### src/rtl/mem_access_pkg.sv
// mem_access_pkg: size encodings, exception codes, FSM states and alignment helper.
package mem_access_pkg;
  localparam logic [2:0] F3_B  = 3'b000;
  localparam logic [2:0] F3_H  = 3'b001;
  localparam logic [2:0] F3_W  = 3'b010;
  localparam logic [2:0] F3_BU = 3'b100;
  localparam logic [2:0] F3_HU = 3'b101;
  localparam logic [3:0] EXC_LD_MIS = 4'd4;
  localparam logic [3:0] EXC_LD_FLT = 4'd5;
  localparam logic [3:0] EXC_ST_MIS = 4'd6;
  localparam logic [3:0] EXC_ST_FLT = 4'd7;
  localparam logic [1:0] ST_IDLE  = 2'd0;
  localparam logic [1:0] ST_REQ   = 2'd1;
  localparam logic [1:0] ST_DONE  = 2'd2;
  localparam logic [1:0] ST_DRAIN = 2'd3;
  function automatic logic misaligned(input logic [2:0] f3, input logic [1:0] a);
    return (f3[1:0] == F3_H[1:0] && a[0]) || (f3[1:0] == F3_W[1:0] && a != 2'b00);
  endfunction
endpackage

### src/rtl/mem_access_lsu_align.sv
// lsu_align: store lane replication/strobes and load byte/half extraction with extension.
module lsu_align
  import mem_access_pkg::*;
#(
  parameter int XLEN = 32
) (
  input  logic [1:0]      addr_lo,
  input  logic [2:0]      funct3,
  input  logic [XLEN-1:0] store_data,
  input  logic [XLEN-1:0] rdata,
  output logic [XLEN-1:0] wdata,
  output logic [3:0]      wstrb,
  output logic [XLEN-1:0] load_data
);
  logic [XLEN-1:0] sh;
  logic [7:0]      b;
  logic [15:0]     h;
  always_comb begin
    sh = rdata >> {addr_lo, 3'b000};
    b = sh[7:0];
    h = sh[15:0];
    wdata = funct3[1:0] == F3_B[1:0] ? {(XLEN/8){store_data[7:0]}}
          : funct3[1:0] == F3_H[1:0] ? {(XLEN/16){store_data[15:0]}} : store_data;
    wstrb = funct3[1:0] == F3_B[1:0] ? 4'b0001 << addr_lo
          : funct3[1:0] == F3_H[1:0] ? 4'b0011 << addr_lo : 4'b1111;
    load_data = funct3 == F3_B  ? {{(XLEN-8){b[7]}}, b}
              : funct3 == F3_BU ? {{(XLEN-8){1'b0}}, b}
              : funct3 == F3_H  ? {{(XLEN-16){h[15]}}, h}
              : funct3 == F3_HU ? {{(XLEN-16){1'b0}}, h} : sh;
  end
endmodule

### src/rtl/mem_access.sv
// mem_access: memory stage with single-outstanding data bus, alignment, timeout and exceptions.
module mem_access
  import mem_access_pkg::*;
#(
  parameter int XLEN           = 32,
  parameter int TIMEOUT_CYCLES = 255
) (
  input  logic            clk_i,
  input  logic            rst,
  input  logic            E_valid_i,
  output logic            E_ready_o,
  input  logic [XLEN-1:0] E_valE_i,
  input  logic [XLEN-1:0] E_rs2_data_i,
  input  logic            E_load_i,
  input  logic            E_store_i,
  input  logic [2:0]      E_funct3_i,
  input  logic            flush_i,
  output logic            dmem_req_o,
  output logic            dmem_we_o,
  output logic [XLEN-1:0] dmem_addr_o,
  output logic [XLEN-1:0] dmem_wdata_o,
  output logic [3:0]      dmem_wstrb_o,
  input  logic            dmem_ack_i,
  input  logic            dmem_err_i,
  input  logic [XLEN-1:0] dmem_rdata_i,
  output logic            M_valid_o,
  input  logic            M_ready_i,
  output logic [XLEN-1:0] M_valM_o,
  output logic            M_excp_o,
  output logic [3:0]      M_excp_code_o,
  output logic [XLEN-1:0] M_badaddr_o
);
  localparam int CW = TIMEOUT_CYCLES > 1 ? $clog2(TIMEOUT_CYCLES) : 1;
  localparam logic [CW-1:0] TLAST = CW'(TIMEOUT_CYCLES > 0 ? TIMEOUT_CYCLES - 1 : 0);
  logic [1:0]      state;
  logic [CW-1:0]   cnt;
  logic [XLEN-1:0] addr_q, data_q, valm_q, bad_q, wdata, load_data;
  logic [2:0]      f3_q;
  logic            load_q, store_q, excp_q;
  logic [3:0]      code_q, wstrb;
  logic            req, tmo, bus_done, fault, keep;
  lsu_align #(.XLEN(XLEN)) u_align (
    .addr_lo(addr_q[1:0]), .funct3(f3_q), .store_data(data_q), .rdata(dmem_rdata_i),
    .wdata(wdata), .wstrb(wstrb), .load_data(load_data)
  );
  always_comb begin
    req = state == ST_REQ || state == ST_DRAIN;
    tmo = TIMEOUT_CYCLES != 0 && cnt == TLAST && !dmem_ack_i;
    bus_done = dmem_ack_i || tmo;
    fault = !dmem_ack_i || dmem_err_i;
    keep = state == ST_REQ && !flush_i;
  end
  assign E_ready_o     = state == ST_IDLE;
  assign dmem_req_o    = req;
  assign dmem_we_o     = req && store_q;
  assign dmem_addr_o   = req ? {addr_q[XLEN-1:2], 2'b00} : '0;
  assign dmem_wdata_o  = req ? wdata : '0;
  assign dmem_wstrb_o  = req ? wstrb : 4'b0000;
  assign M_valid_o     = state == ST_DONE;
  assign M_valM_o      = valm_q;
  assign M_excp_o      = excp_q;
  assign M_excp_code_o = code_q;
  assign M_badaddr_o   = bad_q;
  always_ff @(posedge clk_i) begin
    if (rst) begin
      state <= ST_IDLE;
      cnt <= '0;
      addr_q <= '0;
      data_q <= '0;
      f3_q <= '0;
      load_q <= 1'b0;
      store_q <= 1'b0;
      valm_q <= '0;
      excp_q <= 1'b0;
      code_q <= '0;
      bad_q <= '0;
    end else begin
      case (state)
        ST_IDLE: if (E_valid_i && !flush_i) begin
          addr_q <= E_valE_i;
          data_q <= E_rs2_data_i;
          f3_q <= E_funct3_i;
          load_q <= E_load_i;
          store_q <= E_store_i && !E_load_i;
          cnt <= '0;
          if (!(E_load_i || E_store_i)) begin
            valm_q <= E_valE_i;
            excp_q <= 1'b0;
            code_q <= '0;
            bad_q <= '0;
            state <= ST_DONE;
          end else if (misaligned(E_funct3_i, E_valE_i[1:0])) begin
            valm_q <= '0;
            excp_q <= 1'b1;
            code_q <= E_load_i ? EXC_LD_MIS : EXC_ST_MIS;
            bad_q <= E_valE_i;
            state <= ST_DONE;
          end else begin
            state <= ST_REQ;
          end
        end
        ST_REQ, ST_DRAIN: if (bus_done) begin
          state <= keep ? ST_DONE : ST_IDLE;
          if (keep) begin
            valm_q <= (load_q && !fault) ? load_data : '0;
            excp_q <= fault;
            code_q <= fault ? (load_q ? EXC_LD_FLT : EXC_ST_FLT) : 4'd0;
            bad_q <= fault ? addr_q : '0;
          end
        end else begin
          cnt <= cnt + 1'b1;
          if (flush_i) state <= ST_DRAIN;
        end
        default: if (flush_i || M_ready_i) state <= ST_IDLE;
      endcase
    end
  end
endmodule

### config.mk
export PLATFORM = sky130hd
export DESIGN_NAME = mem_access
export DESIGN_NICKNAME = d
export VERILOG_FILES = /design/src/rtl/mem_access_pkg.sv /design/src/rtl/mem_access_lsu_align.sv /design/src/rtl/mem_access.sv
export SDC_FILE = /design/constraint.sdc
export NUM_CORES = 1
export LEC_CHECK = 0
export ABC_AREA = 1
export CORE_ASPECT_RATIO = 0.8
export CORE_MARGIN = 2
export CORE_UTILIZATION = 34
export DETAILED_ROUTE_END_ITERATION = 6
export PLACE_DENSITY = 0.62
export SLEW_MARGIN = 20
export SYNTH_ARGS = -nofsm -noshare
export SYNTH_HDL_FRONTEND = slang
export SYNTH_SLANG_ARGS = --single-unit
### constraint.sdc
create_clock -name clk_i -period 1.5 [get_ports clk_i]
set_input_delay 0.3 -clock clk_i [delete_from_list [all_inputs] [get_ports clk_i]]
set_output_delay 0.3 -clock clk_i [all_outputs]
set_load 0.02 [all_outputs]
After elaboration in Yosys (flattened, before gate mapping)
Cells that the tools add are included.
{"block": "totals", "regBits": 148, "latch_bits": 0, "mem_bits_rw": 0, "mem_bits_ro": 0, "in_bits": 108, "out_inout_bits": 141, "elab_cells": 111, "memories": 0}
{"block": "op_classes", "n_addsub": 1, "mul": 0, "div_mod_pow": 0, "magnitude_cmp": 0, "n_eq_ne": 16, "shift": 3, "n_mux": 51, "n_bitwise": 0, "n_reduce_logical": 29}
{"operator": "2-to-1 mux 32 bit", "n": 20}
{"operator": "one-hot mux 32 bit (2 select lines)", "n": 2}
{"operator": "2-to-1 mux 4 bit", "n": 8}
{"operator": ">> shifter 32 x 5 -> 32 bit", "n": 1}
{"operator": "2-to-1 mux 2 bit", "n": 9}
{"operator": "2-to-1 mux 8 bit", "n": 2}
{"operator": "one-hot mux 8 bit (2 select lines)", "n": 1}
{"operator": "adder 8 x 1 -> 8 bit, second input constant", "n": 1}
{"operator": "== test 8 bit, second input constant", "n": 1}
{"operator": "logical AND 1 bit", "n": 8}
{"operator": "one-hot mux 4 bit (2 select lines)", "n": 1}
{"operator": "== test 2 x 1 -> 1 bit, second input constant", "n": 3}
{"operator": "== test 2 bit, second input constant", "n": 3}
{"operator": "== test 3 bit, second input constant", "n": 2}
{"operator": "logical OR 1 bit", "n": 6}
{"operator": "inequality test 2 bit, second input constant", "n": 3}
{"operator": "AND reduction 3 bit", "n": 2}
{"operator": "2-to-1 mux 1 bit", "n": 5}
{"operator": "AND reduction 5 bit", "n": 1}
{"operator": "zero test 1 bit", "n": 4}
{"operator": "zero test 2 bit", "n": 2}
{"operator": "one-hot mux 2 bit (2 select lines)", "n": 1}
{"operator": "nonzero test 2 bit", "n": 2}
{"operator": "left shift 1 x 2 -> 4 bit, first input constant", "n": 1}
{"operator": "11 further kinds", "n": 11}

Logic depth before layout (Yosys ltp)
{"block": "logic_depth", "word_depth": 9, "ltp_mapped": 12, "ltp_nobuf": 12}

Modules after synthesis
From an unflattened synthesis, not the netlist that was laid out.
{"block": "hier_totals", "hier_cells": 1373, "hier_area_um2": 8521.9}
{"mod": "mem_access", "instances": 1, "cells_each": 1070, "area_per_inst_um2": 7049.3, "seq_area_each_um2": 2922.8}
{"mod": "lsu_align", "instances": 1, "cells_each": 303, "area_per_inst_um2": 1472.7, "seq_area_each_um2": 0.0}

Worst setup path after synthesis
OpenSTA, ideal clock, no wires.
{"block": "synth_path", "path_kind": "reg2out", "from": "register addr_q[0]", "to": "output port dmem_wstrb_o[2]", "t_arrival_ns": 1.487, "setup_slack_ns": -0.287, "path_stages_with_launch": 7, "path_buffers": 2, "cell_sequence": "dfxtp_1 -> buf_2 -> clkinv_1 -> buf_2 -> ha_1 -> o22ai_1 -> nor2_1"}
{"block": "synth_between", "elab_chain_cells": 4, "word_cells_on_any_way": 5, "classes_between": "shift (2); mux (3)"}
{"item": "from (decl)", "line_no": "mem_access.sv:37", "rtl": "logic [XLEN-1:0] addr_q, data_q, valm_q, bad_q, wdata, load_data;"}
{"item": "from (signal assigned)", "line_no": "mem_access.sv:80", "rtl": "addr_q <= E_valE_i;"}
{"item": "left shift 2 x 2 -> 4 bit", "line_no": "mem_access_lsu_align.sv:25", "rtl": ": funct3[1:0] == F3_H[1:0] ? 4'b0011 << addr_lo : 4'b1111;"}
{"item": "2-to-1 mux 4 bit", "line_no": "mem_access_lsu_align.sv:25"}
{"item": "2-to-1 mux 4 bit *", "line_no": "mem_access_lsu_align.sv:24", "rtl": "wstrb = funct3[1:0] == F3_B[1:0] ? 4'b0001 << addr_lo"}
{"item": "2-to-1 mux 4 bit *", "line_no": "mem_access.sv:58", "rtl": "assign dmem_wstrb_o = req ? wstrb : 4'b0000;"}
{"item": "to (decl)", "line_no": "mem_access.sv:22", "rtl": "output logic [3:0] dmem_wstrb_o,"}
Mark *: on every way between the ends. The rest lies on a longest branch, timed or not.

Worst setup path in the final report
{"block": "layout_path", "from": "register f3_q[1]", "to": "output port dmem_wdata_o[31]"}
{"block": "layout_between", "elab_chain_cells": 4, "word_cells_on_any_way": 5, "classes_between": "eq/ne (1); mux (3); reduce/logical (1)"}
{"item": "from (decl)", "line_no": "mem_access.sv:38", "rtl": "logic [2:0] f3_q;"}
{"item": "from (signal assigned)", "line_no": "mem_access.sv:82", "rtl": "f3_q <= E_funct3_i;"}
{"item": "== test 2 x 1 -> 1 bit", "line_no": "mem_access_lsu_align.sv:23", "rtl": ": funct3[1:0] == F3_H[1:0] ? {(XLEN/16){store_data[15:0]}} : store_data;"}
{"item": "2-to-1 mux 32 bit", "line_no": "mem_access_lsu_align.sv:23"}
{"item": "2-to-1 mux 32 bit *", "line_no": "mem_access_lsu_align.sv:22", "rtl": "wdata = funct3[1:0] == F3_B[1:0] ? {(XLEN/8){store_data[7:0]}}"}
{"item": "2-to-1 mux 32 bit *", "line_no": "mem_access.sv:57", "rtl": "assign dmem_wdata_o = req ? wdata : '0;"}
{"item": "to (decl)", "line_no": "mem_access.sv:21", "rtl": "output logic [XLEN-1:0] dmem_wdata_o,"}
Marked as above.

==> flow_metrics.env <==
export IMPL_status="finished, violations left"
export IMPL_violations="negative setup slack"
export IMPL_end_kind="output port"
export IMPL_clkPwrFrac=0.262
export IMPL_combPwrFrac=0.457
export IMPL_grt_pass1_wl_um=52500
export IMPL_critical_path_class="flip-flop to output port"
export IMPL_core_mm2=0.0233
export IMPL_grt_overflow=0
export IMPL_drc=0
export IMPL_ant_nets=0
export IMPL_ys_seq_area_frac=0.364
export IMPL_synth_area_mm2=0.00803
export IMPL_start_util=0.345
export IMPL_p_int_w=0.0104
export IMPL_ir_drop_v=0.000723
export IMPL_synth_seq_cells=146
export IMPL_cts_root_buf="clkbuf_16"
export IMPL_worstPathArrival_ns=1.51
export IMPL_die_w_um=176
export IMPL_grt_pass1_vias=9385
export IMPL_first_pass_iters=5
export IMPL_drt_initial_drc_count=919
export IMPL_synth_distinct_cells=31
export IMPL_crit_top_cell="nand2_2"
export IMPL_slowest_stage="dfxtp_4"
export IMPL_dp_hpwl_um=22700
export IMPL_cts_buffers=17
export IMPL_clk_pin_slew_worst_paths_ns=0.07
export IMPL_leakage_nw=7.39
export IMPL_rsz0062_at_grt="true"
export IMPL_grtUsageTotal=0.272
export IMPL_post_drt_wl_per_cell_um=18.4
export IMPL_area_growth_pct=94.0
export IMPL_critPathMaxStageDelay_ns=0.39
export IMPL_power_frac_seq=0.280
export IMPL_power_w=0.0170
export IMPL_place_congestion=0.917
export IMPL_nNetsFinal=1803
export IMPL_cp_cell_sequence="inv_8, nand2_4, clkinv_4, buf_6, nand2_2, nand3_2, nand2_2, inv_1, buf_4"
export IMPL_worst_setup_path_start_kind="flip-flop"
export IMPL_netlist_instances=1306
export IMPL_viasPerCell=5.15
export IMPL_num_vias=10400
export IMPL_yosysWarnings=0
export IMPL_io_pins=249
export IMPL_tns_ns=-35.10
export IMPL_clockBufferDepth=2
export IMPL_htree_levels=4
export IMPL_drive_above_1_share=0.432
export IMPL_antenna_found_initial=1
export IMPL_p_sw_frac=0.391
export IMPL_finalCriticalPeriod_ns=1.81
export IMPL_skew_ns=0.0159
export IMPL_wirelength_um=37100
export IMPL_postLayoutCellArea_mm2=0.0156
export IMPL_cts_tree="built"
export IMPL_die_h_um=141
export IMPL_dpl_worst_slack_ns=-0.468
export IMPL_final_util=0.669
export IMPL_hold_viol=0
export IMPL_die_area_mm2=0.0249
export IMPL_syn_area_per_cell_um2=6.15
export IMPL_p_switching_w=0.00665
export IMPL_setup_viol=218
export IMPL_drv_slew=0
export IMPL_port_buffers=245
export IMPL_crit_fanout=10
export IMPL_grt_max_degree=41
export IMPL_post_route_period_util=1.20
export IMPL_clk_latency_ns=0.44
export IMPL_setup_slack_ns=-0.305
export IMPL_placementRows=50
export IMPL_place_area_mm2=0.0118
export IMPL_cts_sinks=146
export IMPL_worstPathRequired_ns=1.20
export IMPL_hp_class="flip-flop to flip-flop"
export IMPL_max_freq_ghz=0.554
export IMPL_diodes=0
export IMPL_cap_violations=0
export IMPL_power_density_mw_per_mm2=1090
power groups by stage:
stage          sequential [W]  combinational [W]  clock, W
2_1_floorplan         0.00489            0.00254         0
3_3_place_gp          0.00470            0.00485         0
3_5_place_dp          0.00471            0.00489         0
4_1_cts               0.00467            0.00650   0.00445
5_1_grt               0.00481            0.00823   0.00466
6_report              0.00477            0.00777   0.00446
layer usage:
metal | GRT usage | part of all wire
met5 | 0 | 0.00027
met1 | 0.383 | 0.43
met2 | 0.418 | 0.46
met4 | 0.0805 | 0.023
met3 | 0.0573 | 0.082
stage by stage:
step                std cells  hold slack, ns
floorplan                1308           0.419
global placement         1902           0.454
detailed placement       1902           0.455
CTS                      1988           0.461
global route             2014           0.483
finish                   2014           0.464
registers in the layout, indices dropped and copies added, names as in the netlist:
| register | flops |
|---|---|
| M_badaddr_o | 32 |
| M_valM_o | 32 |
| addr_q | 32 |
| data_q | 32 |
| cnt | 8 |
| M_excp_code_o | 3 |
| f3_q | 3 |
| state | 2 |
| load_q | 1 |
| store_q | 1 |
logic make-up after synthesis:
group	count (synthesis)	share of synthesized area
and+or+nand+nor	677	0.345
AOI/OAI and AO/OA	248	0.156
buffers and inverters	227	0.124
DFF	146	0.364
adders and majority gates	6	0.00935
xor gates and xnor gates	1	0.00109
other	1	0.000467
path summary, 6_finish.rpt:
kind	depth (start not counted)	slack (ns)	start	endpoint
setup reg to reg	13	-0.29	cnt[0]	M_valM_o[22]
hold / removal	2	0.46	M_badaddr_o[7]	M_badaddr_o[7]
setup / recovery	9	-0.31	f3_q[1]	dmem_wdata_o[31]
hold reg to reg	2	0.46	M_badaddr_o[7]	M_badaddr_o[7]
what timing repair did:
| action | in CTS | in global routing |
|---|---|---|
| hold buffers | 0 | 0 |
| pin swaps | 37 | 95 |
| setup endpoints to repair | 280 | 217 |
| hold endpoints to repair | 0 | 0 |
| gates cloned | 18 | 10 |
| gates resized for setup | 746 | 458 |
| buffers inserted | 37 | 33 |
critical path, delay by kind of cell (launching register included):
kind / cells / cell delay, ns
buffers and inverters: 5 / 0.40
DFF: 1 / 0.39
and+or+nand+nor: 4 / 0.27
synth_stat cells:
cell type  count  area [um^2]
nand4_1        3         18.8
o21ai_0      131          656
buf_6         11          124
buf_2         27          135
xor2_1         1         8.76
o211ai_1       1         7.51
nand3_4        1         17.5
nand3b_1       1         7.51
nand3_1      119          596
nand2_2        5         31.3
o22ai_1        1         6.26
buf_4          7         52.6
dfxtp_1      146         2920
a21oi_1      112          561
inv_2          5         18.8
o31ai_1        2         15.0
nor2_2         3         18.8
clkinv_1       4         15.0
inv_1        122          458
clkbuf_1      45          169
ha_1           6         75.1
or2_1          1         6.26
nor2_1       171          642
and3_1         1         6.26
a211oi_1       1         7.51
nand3_2        3         30.0
nor3_1         2         10.0
nand2_1      366         1370
buf_1          6         22.5
conb_1         1         3.75
nor2_4         1         11.3
layout by cell type, fill, tap and decap left out, types with 40 or more instances in the layout:
master             n
inv_1             77
inv_2             40
nand2_2           63
nand2_1          233
nand2_4           74
dlygate4sd2_1     62
a21oi_2           60
dfxtp_1          140
o21ai_0           83
nor2_1           107
nand3_1           85
buf_4            121
buf_12            44
buf_6             90
clkdlybuf4s50_1  107
cell type report:
type / count / area [um^2]
Clock buffer: 18 / 439
Clock inverter: 14 / 159
Fill cell: 1849 / 7700
Inverter: 131 / 586
Multi-Input combinational cell: 936 / 6020
Sequential cell: 146 / 2940
Tap cell: 312 / 390
Timing Repair Buffer: 457 / 5030
Power figures use the tool's default switching activity.
